--- config.mk ---
export PLATFORM = sky130hd
export DESIGN_NAME = exec_sequencer_flat
export DESIGN_NICKNAME = d
export VERILOG_FILES = /design/src/rtl/exec_seq_pkg.sv /design/src/rtl/exec_sequencer_if.sv /design/src/rtl/mem_port_mux.sv /design/src/rtl/exec_sequencer.sv /design/src/flat_wrapper.sv
export SDC_FILE = /design/constraint.sdc
export NUM_CORES = 1
export LEC_CHECK = 0
export BUFFER_PORTS_ARGS = -buffer_cell sky130_fd_sc_hd__buf_2
export CAP_MARGIN = 20
export CELL_PAD_IN_SITES_DETAIL_PLACEMENT = 0
export CELL_PAD_IN_SITES_GLOBAL_PLACEMENT = 1
export CORE_ASPECT_RATIO = 1.1
export CORE_MARGIN = 3
export CORE_UTILIZATION = 36
export CTS_CLUSTER_SIZE = 14
export DETAILED_ROUTE_END_ITERATION = 16
export GPL_TIMING_DRIVEN = 0
export PLACE_DENSITY = 0.87
export SETUP_SLACK_MARGIN = 0.05
export SKIP_LAST_GASP = 1
export SLEW_MARGIN = 20
export SYNTH_ARGS = -nofsm -noshare
export SYNTH_HDL_FRONTEND = slang
export SYNTH_HIERARCHICAL = 1
export SYNTH_SLANG_ARGS = --single-unit
--- constraint.sdc ---
create_clock -name clk -period 2.5 [get_ports clk]
set_input_delay 0.5 -clock clk [delete_from_list [all_inputs] [get_ports clk]]
set_output_delay 0.5 -clock clk [all_outputs]
set_load 0.02 [all_outputs]
--- src/rtl/exec_seq_pkg.sv ---
// Shared types for the execution sequencer: the sequencer state encoding
// and a helper that classifies states as busy or idle.
package exec_seq_pkg;

    typedef enum logic [2:0] {
        IDLE     = 3'd0,
        LOAD     = 3'd1,
        RUN      = 3'd2,
        DUMP_RD  = 3'd3,
        DUMP_OUT = 3'd4,
        DONE     = 3'd5
    } seq_state_t;

    function automatic logic state_is_busy(input seq_state_t s);
        return !((s == IDLE) || (s == DONE));
    endfunction

endpackage

--- src/rtl/exec_sequencer_if.sv ---
// Bus bundle around the sequencer: host load stream, host dump stream,
// the core's data port and the data memory port.
interface exec_sequencer_if #(
    parameter int DATA_WIDTH    = 20,
    parameter int ADDRESS_WIDTH = 8
);
    logic                     load_valid;
    logic [DATA_WIDTH-1:0]    load_data;
    logic                     load_last;
    logic                     load_ready;

    logic [ADDRESS_WIDTH-1:0] cpu_mem_addr;
    logic [DATA_WIDTH-1:0]    cpu_mem_wdata;
    logic                     cpu_mem_we;
    logic [DATA_WIDTH-1:0]    cpu_mem_rdata;

    logic [ADDRESS_WIDTH-1:0] mem_addr;
    logic [DATA_WIDTH-1:0]    mem_wdata;
    logic                     mem_we;
    logic [DATA_WIDTH-1:0]    mem_rdata;

    logic                     dump_valid;
    logic [DATA_WIDTH-1:0]    dump_data;
    logic [ADDRESS_WIDTH-1:0] dump_addr;
    logic                     dump_ready;

    // master is the sequencer; slave is the surrounding host, core and memory
    modport master (
        input  load_valid, load_data, load_last,
        output load_ready,
        input  cpu_mem_addr, cpu_mem_wdata, cpu_mem_we,
        output cpu_mem_rdata,
        output mem_addr, mem_wdata, mem_we,
        input  mem_rdata,
        output dump_valid, dump_data, dump_addr,
        input  dump_ready
    );

    modport slave (
        output load_valid, load_data, load_last,
        input  load_ready,
        output cpu_mem_addr, cpu_mem_wdata, cpu_mem_we,
        input  cpu_mem_rdata,
        input  mem_addr, mem_wdata, mem_we,
        output mem_rdata,
        input  dump_valid, dump_data, dump_addr,
        output dump_ready
    );

endinterface

--- src/rtl/mem_port_mux.sv ---
// Data memory port select: the core owns the port while it runs, otherwise
// the sequencer does. Core writes never leak through while it is deselected.
module mem_port_mux #(
    parameter int DATA_WIDTH    = 20,
    parameter int ADDRESS_WIDTH = 8
) (
    input  logic                     sel_core,
    input  logic [ADDRESS_WIDTH-1:0] core_addr,
    input  logic [DATA_WIDTH-1:0]    core_wdata,
    input  logic                     core_we,
    input  logic [ADDRESS_WIDTH-1:0] seq_addr,
    input  logic [DATA_WIDTH-1:0]    seq_wdata,
    input  logic                     seq_we,
    output logic [ADDRESS_WIDTH-1:0] mem_addr,
    output logic [DATA_WIDTH-1:0]    mem_wdata,
    output logic                     mem_we
);

    always_comb begin
        mem_addr  = seq_addr;
        mem_wdata = seq_wdata;
        mem_we    = seq_we;
        if (sel_core) begin
            mem_addr  = core_addr;
            mem_wdata = core_wdata;
            mem_we    = core_we;
        end
    end

endmodule

--- src/rtl/exec_sequencer.sv ---
// Run controller: loads data memory from the host, runs the core until halt
// or budget expiry, then streams every memory word back to the host.
module exec_sequencer
    import exec_seq_pkg::*;
#(
    parameter int DATA_WIDTH    = 20,
    parameter int ADDRESS_WIDTH = 8,
    parameter int MEM_SIZE      = 256,
    parameter int CNT_WIDTH     = 24
) (
    input  logic                 clk,
    input  logic                 rst,
    input  logic                 start,
    input  logic [CNT_WIDTH-1:0] cycle_limit,
    input  logic                 cpu_halt,
    output logic                 cpu_rst,
    output logic                 busy,
    output logic                 done,
    output logic                 timeout,
    exec_sequencer_if.master     bus
);

    localparam logic [ADDRESS_WIDTH-1:0] LAST_ADDR = ADDRESS_WIDTH'(MEM_SIZE - 1);
    localparam logic [ADDRESS_WIDTH-1:0] ADDR_ONE  = ADDRESS_WIDTH'(1);
    localparam logic [CNT_WIDTH-1:0]     CNT_ONE   = CNT_WIDTH'(1);

    seq_state_t               state_reg, state_next;
    logic [ADDRESS_WIDTH-1:0] addr_reg, addr_next;
    logic [CNT_WIDTH-1:0]     run_cnt_reg, run_cnt_next;
    logic [CNT_WIDTH-1:0]     limit_reg, limit_next;
    logic                     timeout_reg, timeout_next;
    logic [DATA_WIDTH-1:0]    dump_data_reg, dump_data_next;
    logic [ADDRESS_WIDTH-1:0] dump_addr_reg, dump_addr_next;

    logic                     seq_we;
    logic [DATA_WIDTH-1:0]    seq_wdata;
    logic                     load_ready_c;
    logic                     dump_valid_c;
    logic [ADDRESS_WIDTH-1:0] mux_addr;
    logic [DATA_WIDTH-1:0]    mux_wdata;
    logic                     mux_we;

    always_ff @(posedge clk) begin
        if (!rst) begin
            state_reg     <= IDLE;
            addr_reg      <= '0;
            run_cnt_reg   <= '0;
            limit_reg     <= '0;
            timeout_reg   <= 1'b0;
            dump_data_reg <= '0;
            dump_addr_reg <= '0;
        end else begin
            state_reg     <= state_next;
            addr_reg      <= addr_next;
            run_cnt_reg   <= run_cnt_next;
            limit_reg     <= limit_next;
            timeout_reg   <= timeout_next;
            dump_data_reg <= dump_data_next;
            dump_addr_reg <= dump_addr_next;
        end
    end

    always_comb begin
        state_next     = state_reg;
        addr_next      = addr_reg;
        run_cnt_next   = run_cnt_reg;
        limit_next     = limit_reg;
        timeout_next   = timeout_reg;
        dump_data_next = dump_data_reg;
        dump_addr_next = dump_addr_reg;
        seq_we         = 1'b0;
        seq_wdata      = '0;
        load_ready_c   = 1'b0;
        dump_valid_c   = 1'b0;

        case (state_reg)
            IDLE, DONE: begin
                if (start) begin
                    state_next   = LOAD;
                    addr_next    = '0;
                    run_cnt_next = '0;
                    timeout_next = 1'b0;
                    limit_next   = cycle_limit;
                end
            end
            LOAD: begin
                load_ready_c = 1'b1;
                if (bus.load_valid) begin
                    seq_we    = 1'b1;
                    seq_wdata = bus.load_data;
                    // Address restarts at zero so the dump begins at word 0
                    if (bus.load_last || (addr_reg == LAST_ADDR)) begin
                        state_next = RUN;
                        addr_next  = '0;
                    end else begin
                        addr_next = addr_reg + ADDR_ONE;
                    end
                end
            end
            RUN: begin
                run_cnt_next = run_cnt_reg + CNT_ONE;
                if (cpu_halt) begin
                    state_next = DUMP_RD;
                end else if ((limit_reg != '0) && (run_cnt_reg == limit_reg - CNT_ONE)) begin
                    state_next   = DUMP_RD;
                    timeout_next = 1'b1;
                end
            end
            DUMP_RD: begin
                dump_data_next = bus.mem_rdata;
                dump_addr_next = addr_reg;
                state_next     = DUMP_OUT;
            end
            DUMP_OUT: begin
                dump_valid_c = 1'b1;
                if (bus.dump_ready) begin
                    if (addr_reg == LAST_ADDR) begin
                        state_next = DONE;
                    end else begin
                        addr_next  = addr_reg + ADDR_ONE;
                        state_next = DUMP_RD;
                    end
                end
            end
            default: state_next = IDLE;
        endcase
    end

    mem_port_mux #(
        .DATA_WIDTH    (DATA_WIDTH),
        .ADDRESS_WIDTH (ADDRESS_WIDTH)
    ) u_mem_port_mux (
        .sel_core   (state_reg == RUN),
        .core_addr  (bus.cpu_mem_addr),
        .core_wdata (bus.cpu_mem_wdata),
        .core_we    (bus.cpu_mem_we),
        .seq_addr   (addr_reg),
        .seq_wdata  (seq_wdata),
        .seq_we     (seq_we),
        .mem_addr   (mux_addr),
        .mem_wdata  (mux_wdata),
        .mem_we     (mux_we)
    );

    assign bus.mem_addr      = mux_addr;
    assign bus.mem_wdata     = mux_wdata;
    assign bus.mem_we        = mux_we;
    assign bus.cpu_mem_rdata = bus.mem_rdata;
    assign bus.load_ready    = load_ready_c;
    assign bus.dump_valid    = dump_valid_c;
    assign bus.dump_data     = dump_data_reg;
    assign bus.dump_addr     = dump_addr_reg;

    assign cpu_rst = (state_reg == RUN);
    assign busy    = state_is_busy(state_reg);
    assign done    = (state_reg == DONE);
    assign timeout = timeout_reg;

endmodule

--- src/flat_wrapper.sv ---
// flat-port wrapper written by rule: the top's interface ports become plain ports
module exec_sequencer_flat import exec_seq_pkg::*;
#(
    parameter int DATA_WIDTH    = 20,
    parameter int ADDRESS_WIDTH = 8,
    parameter int MEM_SIZE      = 256,
    parameter int CNT_WIDTH     = 24
)
  (clk, rst, start, cycle_limit, cpu_halt, cpu_rst, busy, done, timeout, bus_load_valid, bus_load_data, bus_load_last, bus_load_ready, bus_cpu_mem_addr, bus_cpu_mem_wdata, bus_cpu_mem_we, bus_cpu_mem_rdata, bus_mem_addr, bus_mem_wdata, bus_mem_we, bus_mem_rdata, bus_dump_valid, bus_dump_data, bus_dump_addr, bus_dump_ready);
  exec_sequencer_if #(.DATA_WIDTH(DATA_WIDTH), .ADDRESS_WIDTH(ADDRESS_WIDTH)) bus_i ();
  input  logic clk;
  input  logic rst;
  input  logic start;
  input  logic [CNT_WIDTH-1:0] cycle_limit;
  input  logic cpu_halt;
  output logic cpu_rst;
  output logic busy;
  output logic done;
  output logic timeout;
  input wire logic [$bits(bus_i.load_valid)-1:0] bus_load_valid;
  input wire logic [$bits(bus_i.load_data)-1:0] bus_load_data;
  input wire logic [$bits(bus_i.load_last)-1:0] bus_load_last;
  output wire logic [$bits(bus_i.load_ready)-1:0] bus_load_ready;
  input wire logic [$bits(bus_i.cpu_mem_addr)-1:0] bus_cpu_mem_addr;
  input wire logic [$bits(bus_i.cpu_mem_wdata)-1:0] bus_cpu_mem_wdata;
  input wire logic [$bits(bus_i.cpu_mem_we)-1:0] bus_cpu_mem_we;
  output wire logic [$bits(bus_i.cpu_mem_rdata)-1:0] bus_cpu_mem_rdata;
  output wire logic [$bits(bus_i.mem_addr)-1:0] bus_mem_addr;
  output wire logic [$bits(bus_i.mem_wdata)-1:0] bus_mem_wdata;
  output wire logic [$bits(bus_i.mem_we)-1:0] bus_mem_we;
  input wire logic [$bits(bus_i.mem_rdata)-1:0] bus_mem_rdata;
  output wire logic [$bits(bus_i.dump_valid)-1:0] bus_dump_valid;
  output wire logic [$bits(bus_i.dump_data)-1:0] bus_dump_data;
  output wire logic [$bits(bus_i.dump_addr)-1:0] bus_dump_addr;
  input wire logic [$bits(bus_i.dump_ready)-1:0] bus_dump_ready;
  assign bus_i.load_valid = bus_load_valid;
  assign bus_i.load_data = bus_load_data;
  assign bus_i.load_last = bus_load_last;
  assign bus_load_ready = bus_i.load_ready;
  assign bus_i.cpu_mem_addr = bus_cpu_mem_addr;
  assign bus_i.cpu_mem_wdata = bus_cpu_mem_wdata;
  assign bus_i.cpu_mem_we = bus_cpu_mem_we;
  assign bus_cpu_mem_rdata = bus_i.cpu_mem_rdata;
  assign bus_mem_addr = bus_i.mem_addr;
  assign bus_mem_wdata = bus_i.mem_wdata;
  assign bus_mem_we = bus_i.mem_we;
  assign bus_i.mem_rdata = bus_mem_rdata;
  assign bus_dump_valid = bus_i.dump_valid;
  assign bus_dump_data = bus_i.dump_data;
  assign bus_dump_addr = bus_i.dump_addr;
  assign bus_i.dump_ready = bus_dump_ready;
  exec_sequencer #(.DATA_WIDTH(DATA_WIDTH), .ADDRESS_WIDTH(ADDRESS_WIDTH), .MEM_SIZE(MEM_SIZE), .CNT_WIDTH(CNT_WIDTH)) u_core (.clk(clk), .rst(rst), .start(start), .cycle_limit(cycle_limit), .cpu_halt(cpu_halt), .cpu_rst(cpu_rst), .busy(busy), .done(done), .timeout(timeout), .bus(bus_i));
endmodule
# After elaboration in Yosys (flattened, before gate mapping)

Index checks and enable logic that the tools add are counted.

Bits in registers: 88
Bits of input ports: 100
Logic and storage cells: 68

Add/sub/neg operators: 3
Equal/unequal tests: 15
Multiplexer cells: 29
Reductions and logical operators: 14

Operators by type and width:

| operator                                                              | count |
|---|---|
| 20-bit two-way mux                                                    | 3 |
| 8-bit two-way mux                                                     | 6 |
| 24-bit case mux with 2 select lines                                   | 1 |
| 24-bit by 1-bit adder with 24-bit output, second input constant       | 1 |
| 24-bit equality test                                                  | 1 |
| 24-bit two-way mux                                                    | 1 |
| 8-bit case mux with 3 select lines                                    | 1 |
| 24-bit nonzero test                                                   | 1 |
| 24-bit by 1-bit subtractor with 24-bit output, second input constant  | 1 |
| 3-bit two-way mux                                                     | 7 |
| 3-bit case mux with 5 select lines                                    | 1 |
| 2-bit != test, second input constant                                  | 5 |
| 5-bit AND reduction                                                   | 2 |
| 8-bit by 1-bit adder with 8-bit output, second input constant         | 1 |
| 8-bit equality test, second input constant                            | 1 |
| 1-bit two-way mux                                                     | 8 |
| 3-bit by 2-bit equality test with 1-bit output, second input constant | 2 |
| 3-bit equality test, second input constant                            | 2 |
| 2-bit by 1-bit != test with 1-bit output, second input constant       | 2 |
| 2-bit AND reduction                                                   | 2 |
| 4-bit AND reduction                                                   | 1 |
| 3-bit by 1-bit equality test with 1-bit output, second input constant | 1 |
| 3-bit zero test                                                       | 1 |
| 3-bit by 2-bit != test with 1-bit output, second input constant       | 1 |
| 7 further kinds                                                       | 8 |

# Depth between registers and ports, before layout

Gate-level depths: netlist of the first run.

Depth in word-level cells: 6
Gate-level depth with buffers: 9

# Hierarchy

Netlist of the first run, hierarchy kept.

By module, submodules not included:

| module         | instances | cells each | area each (µm²) |
|---|---|---|---|
| exec_sequencer | 1         | 632        | 4,956.0 |
| mem_port_mux   | 1         | 32         | 391.6 |

# Worst setup path after synthesis of the first run

Ideal clock, no wire load.

Kind: register -> output
Start: register u_core.state_reg[2]
End: output bus_mem_addr[0]
Arrival time: 1.751 ns
Required time: 2.000 ns
Slack: 0.249 ns
Cell stages (with the launch flop): 7
Path through: dfxtp_1 -> buf_2 -> or3b_4 -> clkinv_1 -> buf_6 -> buf_6 -> mux2_4

Cells in the longest elaborated chain, start to end: 2

Ends and longest elaborated chain:

| what                                           | line                 | text |
|---|---|---|
| start, declared                                | exec_sequencer.sv:27 | `seq_state_t state_reg, state_next;` |
| start signal, assigned                         | exec_sequencer.sv:53 | `state_reg <= state_next;` |
| 3-bit by 2-bit equality test with 1-bit output | -                    |  |
| named net cpu_rst                              | flat_wrapper.sv:16   | `output logic cpu_rst;` |
| 8-bit two-way mux                              | mem_port_mux.sv:23   | `if (sel_core) begin` |
| end, declared                                  | flat_wrapper.sv:28   | `output wire logic [$bits(bus_i.mem_addr)-1:0] bus_mem_addr;` |

The timed path passes the listed nets, and every way through them passes these cells.

# Worst setup path in the final report of the first run

Start: register u_core.state_reg[2]
End: output bus_mem_wdata[8]

Cells in the longest elaborated chain, start to end: 3

Ends and longest elaborated chain:

| what                                           | line                 | text |
|---|---|---|
| 3-bit by 1-bit equality test with 1-bit output | exec_sequencer.sv:76 | `case (state_reg)` |
| 20-bit two-way mux                             | exec_sequencer.sv:76 |  |
| 20-bit two-way mux (*)                         | mem_port_mux.sv:23   |  |
| end, declared                                  | flat_wrapper.sv:29   | `output wire logic [$bits(bus_i.mem_wdata)-1:0] bus_mem_wdata;` |

Every way passes the cells marked *; elsewhere a longest branch is shown, timed or not.

==> results.md, run 1 <==
* TritonCTS clock tree: done
* Clock Skew at 0.00492 ns
* Finished Layout Cells at 1070
* Minimum clock period at 2.43 ns
* DRT iter0 DRCs at 291
* Total GRT Usage at 18.9%
* Routed vias/inst at around 5
* Mapped Avg Cell Area at 8.05 um2
* Wirelength per Cell at 15.0 um
* Core area at 14500 um2
* Post-CTS Hold Buffers at 0
* Initial antenna violation count at 0
* Leak pwr at ~3.2 nW
* Final period util at 97.2%
* Remaining antenna violation count at 0
* Number of flops mapped to enable cells by yosys at 0
* Clock slew at reported path FFs at ~0.060 ns
* CTS max path bufs at 2
* Critical Path Source Type: register
* CP Class: reg -> out
* R2R setup slack at 0.20 ns
* Syn-to-layout area delta at 35.6%
* Post-route DRC at 0
* Initial core utilization at 36.9%
* GR Overflow Total at 0
* Input/output buffers at about 180
* Max Fanout on Critical Path at 10
* Gate power share at 35.8%
* Cells after Synth at 664
* Synth Net Count at 767
* Largest net degree at the start of global routing at 17
* Root Buffer: clkbuf_16
* Final Hold Fails at 0
* Outcome: finished, final reports clean
* Sw Ratio at 34.2%
* Vias in the first global route at just over 5000
* RD Place Congestion at 0.850
* Drt first pass iters at 4
* Net Switching at 1.52 mW
* Internal power at roughly 2.9 mW
* Die X-Extent at 122 um
* HP Class: in -> reg
* Register bit total from synthesis at 88
* Ys flop type: dfxtp_1
* Slew headroom at between 50% and 60%
* Total number of vias at 5349
* NumNets Final at 976
* Fillcell total at 1480
* Layout cells sized above 1 at a little over a third
* WP data arrival at 1.93 ns
* TritonCTS Buffers at 9
* Cell area after synthesis at 5350 um2
* Die Height at 134 um
* Max-slew violations at 0
* Slew @ Worst Pin at between 0.6 and 0.7 ns
* Req. time, crit path at approximately 2.0 ns
* PwrDens at ~600 nW/um2
* FP Rows at 46
* Final setup violation count at 0
* Final wirelength at 16000 um
* RSZ-0062 raised after global routing: yes
* Clock share of power at 29.0%
* Worst-Skew Late Latency at 0.35 ns
* Max_cap viols at 0
* First-pass GRT wire length at 24900 um
* Share of power burned in registers at between 30% and 40%
* Diodes inserted at 0
* I/O Pins at 183
* Distinct cells, synth at 62
* Placed Cells at between 1000 and 1500
* Sequential area share after synthesis at 32.9%
* Maximum VDD drop at about 0.3 mV
* Final Util at between 50% and 60%
* Hpwl dp at 12000 um
* Die area at 16400 um2
* H-tree depth at 3
* Yosys warns at 6
* CP endpoint kind: output pin
* Fmax achieved at 411 MHz
* Ys async rst share at 0%
* Clock sinks at 88
## cell usage in the layout, fill, tap and decap left out, drive strengths merged, types with 4 or more instances in the layout
cell    synthesis  layout
xnor2          23      23
o211ai          7       7
or3             9       9
nor3            8       8
nor2           32      32
a21boi         58      58
clkinv          1       4
a21oi          12      12
nand2         135     135
and2           19      19
and3           27      27
o21ai          20      20
xor2           15      15
buf            29     230
mux2           30      30
nand2b          6       6
mux2i          12      12
nand3          18      18
dfxtp          88      88
clkbuf         31      38
nor4           11      11
nand4          13      13
inv            10      12
## critical path: stages, from the launching register on
cell and delay, ns:
dfxtp_4 0.35, or3b_4 0.42, clkinv_4 0.09, buf_4 0.19, mux2_2 0.38, buf_4 0.16
## cell families (layout without fill, tap and decap cells)
| kind of cell | count (synthesis) | in the layout | share of synthesized area [%] |
|---|---|---|---|
| and+or+nand+nor | 298 | 298 | 27.9 |
| muxes | 42 | 42 | 9.27 |
| adders and majority gates | 3 | 3 | 0.702 |
| xor gates and xnor gates | 38 | 38 | 6.22 |
| buffers and inverters | 71 | 285 | 6.86 |
| DFF | 88 | 88 | 32.9 |
| AOI/OAI and AO/OA | 124 | 124 | 16.1 |
## routing by layer
metal / vias up / routed length, um / GRT usage [%]
li1: 2704 / - / -
met4: 0 / 298 / 7.16
met3: 22 / 970 / 3.88
met2: 157 / 8230 / 32.9
met1: 2466 / 6530 / 22.7
met5: - / 0 / 0
## power by group through the flow
stage	registers (mW)	clock network [mW]	logic, mW
after floorplan	1.57	0	0.937
after global placement	1.58	0	1.33
after detailed placement	1.58	0	1.33
after CTS	1.55	1.33	1.48
after global routing	1.57	1.39	1.73
final	1.56	1.29	1.59
## cell usage after synthesis, types with 10 or more instances
master,number,area (um2)
nand4_1,12,75.1
and3_1,26,163
a21oi_1,12,60.1
mux2i_1,12,120
buf_4,21,158
clkbuf_1,31,116
xor2_1,15,131
a21boi_0,55,413
nand3_1,18,90.1
nor2_1,32,120
and2_1,19,119
o21ai_0,19,95.1
nand2_1,135,507
xnor2_1,23,201
inv_1,10,37.5
mux2_4,10,150
dfxtp_1,88,1760
mux2_2,20,225
## area by class of cell
class / instances / area (um2) / area share (%)
clock inverter: 6 / 51.3 / 0.707
inverter: 11 / 51.3 / 0.707
sequential: 88 / 1780 / 24.5
multi-input combinational: 505 / 3360 / 46.3
clock buffer: 10 / 239 / 3.29
buffer: 57 / 340 / 4.69
timing repair buffer: 201 / 1190 / 16.5
tap: 192 / 240 / 3.31
## per-stage QoR
| stage | setup slack (ns) | hold WS [ns] | setup TNS [ns] | total power, mW | cell area [um2] |
|---|---|---|---|---|---|
| 2_1_floorplan | 0.249 | 0.463 | 0 | 2.51 | 5350 |
| 3_3_place_gp | -0.162 | 0.448 | -0.312 | 2.90 | 6490 |
| 3_5_place_dp | -0.164 | 0.454 | -0.324 | 2.91 | 6490 |
| 4_1_cts | 0.0334 | 0.393 | 0 | 4.35 | 7080 |
| 5_1_grt | -0.00424 | 0.407 | -0.00424 | 4.70 | 7250 |
| 6_report | 0.0696 | 0.397 | 0 | 4.45 | 7250 |
## repair_timing
| item | in CTS | in global routing |
|---|---|---|
| buffers inserted | 13 | 6 |
| resized for setup | 53 | 50 |
| cloned | 1 | 1 |
| pin swaps | 2 | 8 |
| setup endpoints to repair | 34 | 35 |
## path summary, 6_finish.rpt
| check | from | endpoint | cells past startpoint |
|---|---|---|---|
| hold / removal | cycle_limit[0] | u_core/limit_reg[0] | 3 |
| hold reg to reg | u_core/bus.dump_addr[0] | u_core/bus.dump_addr[0] | 2 |
| setup reg to reg | u_core/limit_reg[1] | u_core/timeout | 9 |
| setup / recovery | u_core/state_reg[2] | bus_mem_wdata[8] | 5 |
No activity file was read; power rests on OpenSTA's default activity.
==> inputs of run 2 (changes only) <==
--- a/config.mk
+++ b/config.mk
@@ -5,15 +5,14 @@
 export SDC_FILE = /design/constraint.sdc
 export NUM_CORES = 1
 export LEC_CHECK = 0
-export BUFFER_PORTS_ARGS = -buffer_cell sky130_fd_sc_hd__buf_2
 export CAP_MARGIN = 20
 export CELL_PAD_IN_SITES_DETAIL_PLACEMENT = 0
 export CELL_PAD_IN_SITES_GLOBAL_PLACEMENT = 1
 export CORE_ASPECT_RATIO = 1.1
-export CORE_MARGIN = 3
-export CORE_UTILIZATION = 36
+export CORE_UTILIZATION = 46
 export CTS_CLUSTER_SIZE = 14
 export DETAILED_ROUTE_END_ITERATION = 16
+export DONT_BUFFER_PORTS = 1
 export GPL_TIMING_DRIVEN = 0
 export PLACE_DENSITY = 0.87
 export SETUP_SLACK_MARGIN = 0.05
==> run 2 against run 1 <==
  * Combinational power fell by 17%
  * Critical endpoint is now u_core/timeout
  * Die area fell by 26%
  * Clock skew rose by 0.0013 ns
  * Maximum frequency fell by 0.18%
  * Non-clock buffer count fell by 187
  * Final cell count fell by 22%
  * First-iteration DRC count fell by 16%
  * Core utilization rose by 5.1 points
  * Sequential power barely moved
  * Largest cell class unchanged
  * Clock-buffer cell count did not move
  * Register-to-register slack got worse by 0.13 ns
  * Wire length fell by 8.4%
==> results.md, run 2 (synthesis results as in run 1) <==
* Routed vias/inst at between 5 and 6
* FF-to-FF Start: u_core/limit_reg[0]
* Minimum clock period at between 2 and 2.5 ns
* NumNets Final at 790
* RD Place Congestion at around 0.88
* CP Class: reg -> reg
* Design Area, Final at 6120 um2
* Leak pwr at 2.34 nW
* Area of the multi-input gates at 3320 um2
* GR Overflow Total at 0
* CTS max path bufs at 2
* Hold Path Sink: u_core/limit_reg[18]
* Die area at between 10000 and 15000 um2
* Placed Cells at 811
* Setup TNS at 0 ns
* CP endpoint kind: register
* Final wirelength at 14700 um
* Placed Area at 5530 um2
* Critical Path Source Type: register
* WP data arrival at 2.71 ns
* Worst hold path cell count at 2
* HP Class: in -> reg
* Layout cells sized above 1 at 16.0%
* Total GRT Usage at 24.5%
* Worst reg2reg path depth at 9
* DRT iter0 DRCs at about 240
* Initial antenna violation count at 0
* FP Rows at 40
* Die X-Extent at 105 um
* R2R setup slack at 0.07 ns
* Syn-to-layout area delta at 14.4%
* Vias in the first global route at between 4000 and 5000
* Clock slew at reported path FFs at about 0.070 ns
* Outcome: finished, final reports clean
* Input/output buffers at 0
* I/O Pins at around 180
* Req. time, crit path at 2.78 ns
* Commonest cells after routing, fill and taps aside: nand2_1 (135), dfxtp_1 (84), a21boi_0 (55), buf_4 (32), nor2_1 (31)
* Worst hold slack at 0.295 ns
* Clock Skew at 0.00626 ns
* HP Start: cycle_limit[18]
* Initial core utilization at 48.1%
* Clock sinks at 88
* Post-CTS Hold Buffers at 0
* Worst-Skew Late Latency at around 0.34 ns
* Slew headroom at 46.6%
* Fillcell total at 1061
* Remaining antenna violation count at 0
* Total number of vias at 4803
* Critical R2R Capture: u_core/timeout
* FF/Latch Area at 1770 um2
* Overall power at ~4.3 mW
* Drt first pass iters at 6
* PwrDens at 701 nW/um2
* Fmax achieved at 411 MHz
* TritonCTS clock tree: done
* Final period util at 97.4%
* Max-slew violations at 0
* Root Buffer: clkbuf_16
* Diodes inserted at 0
* Hpwl dp at 11000 um
* First-pass GRT wire length at ~23000 um
* Core area at 11100 um2
* TritonCTS Buffers at 9
* Commonest non-fill, non-tap cell in the layout: nand2_1
* H-tree depth at 3
* Largest net degree at the start of global routing at 17
* RSZ-0062 raised after global routing: yes
* Maximum VDD drop at 0.424 mV
* Max Fanout on Critical Path at 8
* Max_cap viols at 0
* Die Height at 115 um
* Final Hold Fails at 0
* Slew @ Worst Pin at 0.800 ns
* Final setup violation count at 0
* Wirelength per Cell at 17.5 um
* Finished Layout Cells at about 840
* Post-route DRC at 0
## run 2: routing by layer
| metal | global-route usage, % | wire, um | part of all wire (%) |
|---|---|---|---|
| met5 | 0 | 0 | 0 |
| met4 | 9.01 | 332 | 2.3 |
| met2 | 44.9 | 7510 | 51 |
| met3 | 6.29 | 912 | 6.2 |
| met1 | 27.4 | 5930 | 40 |
## run 2: stage by stage
step,setup WS (ns),utilization [%]
after CTS,0.0442,54.6
after detailed placement,-0.164,49.8
after floorplan,0.249,-
after global routing,-0.0694,55.1
after global placement,-0.104,49.8
final,0.0652,55.1
## run 2: critical path: stages (launching register included)
cell and delay (ns):
dfxtp_2 0.36, inv_1 0.11, ha_4 0.19, nor2b_1 0.18, a21boi_0 0.38, o22ai_1 0.17
a2111oi_1 0.39, and4bb_1 0.24, nand4_1 0.16, o21ai_1 0.18
## run 2: final cells by class
type | count | share of cell area [%]
plain buffers | 59 | 5.93
clock buffers | 10 | 3.74
clock inverters | 6 | 1.25
inverters | 11 | 0.879
multi-input cells | 505 | 54.3
flip-flops and latches | 88 | 29.0
well taps | 147 | 3.01
repair buffers | 12 | 1.80
repair inverters | 1 | 0.143
## run 2: repair_timing
item / CTS / global route
buffers inserted: 10 / 1
gates cloned: 2 / 0
endpoints found under the setup margin: 31 / 53
pin swaps: 2 / 1
resized for setup: 32 / 16
## run 2: where the power goes
group / internal, mW / leakage [nW] / switching, mW
Clock: 0.793 / 0.150 / 0.609
Combinational: 0.553 / 1.48 / 0.767
Sequential: 1.47 / 0.715 / 0.100
## run 2: worst max-delay path by stage
stage                              startpoint                   end  slack [ns]  cells after the start
after global routing      u_core/state_reg[2]  u_core/limit_reg[14]       -0.07                      9
after detailed placement  u_core/limit_reg[0]   u_core/state_reg[0]       -0.16                      9
after global placement    u_core/limit_reg[0]   u_core/state_reg[0]       -0.10                      9
final                     u_core/limit_reg[0]        u_core/timeout        0.07                      9
after floorplan           u_core/state_reg[2]       bus_mem_addr[0]        0.25                      6
after CTS                 u_core/state_reg[0]     bus_mem_wdata[18]        0.04                      7
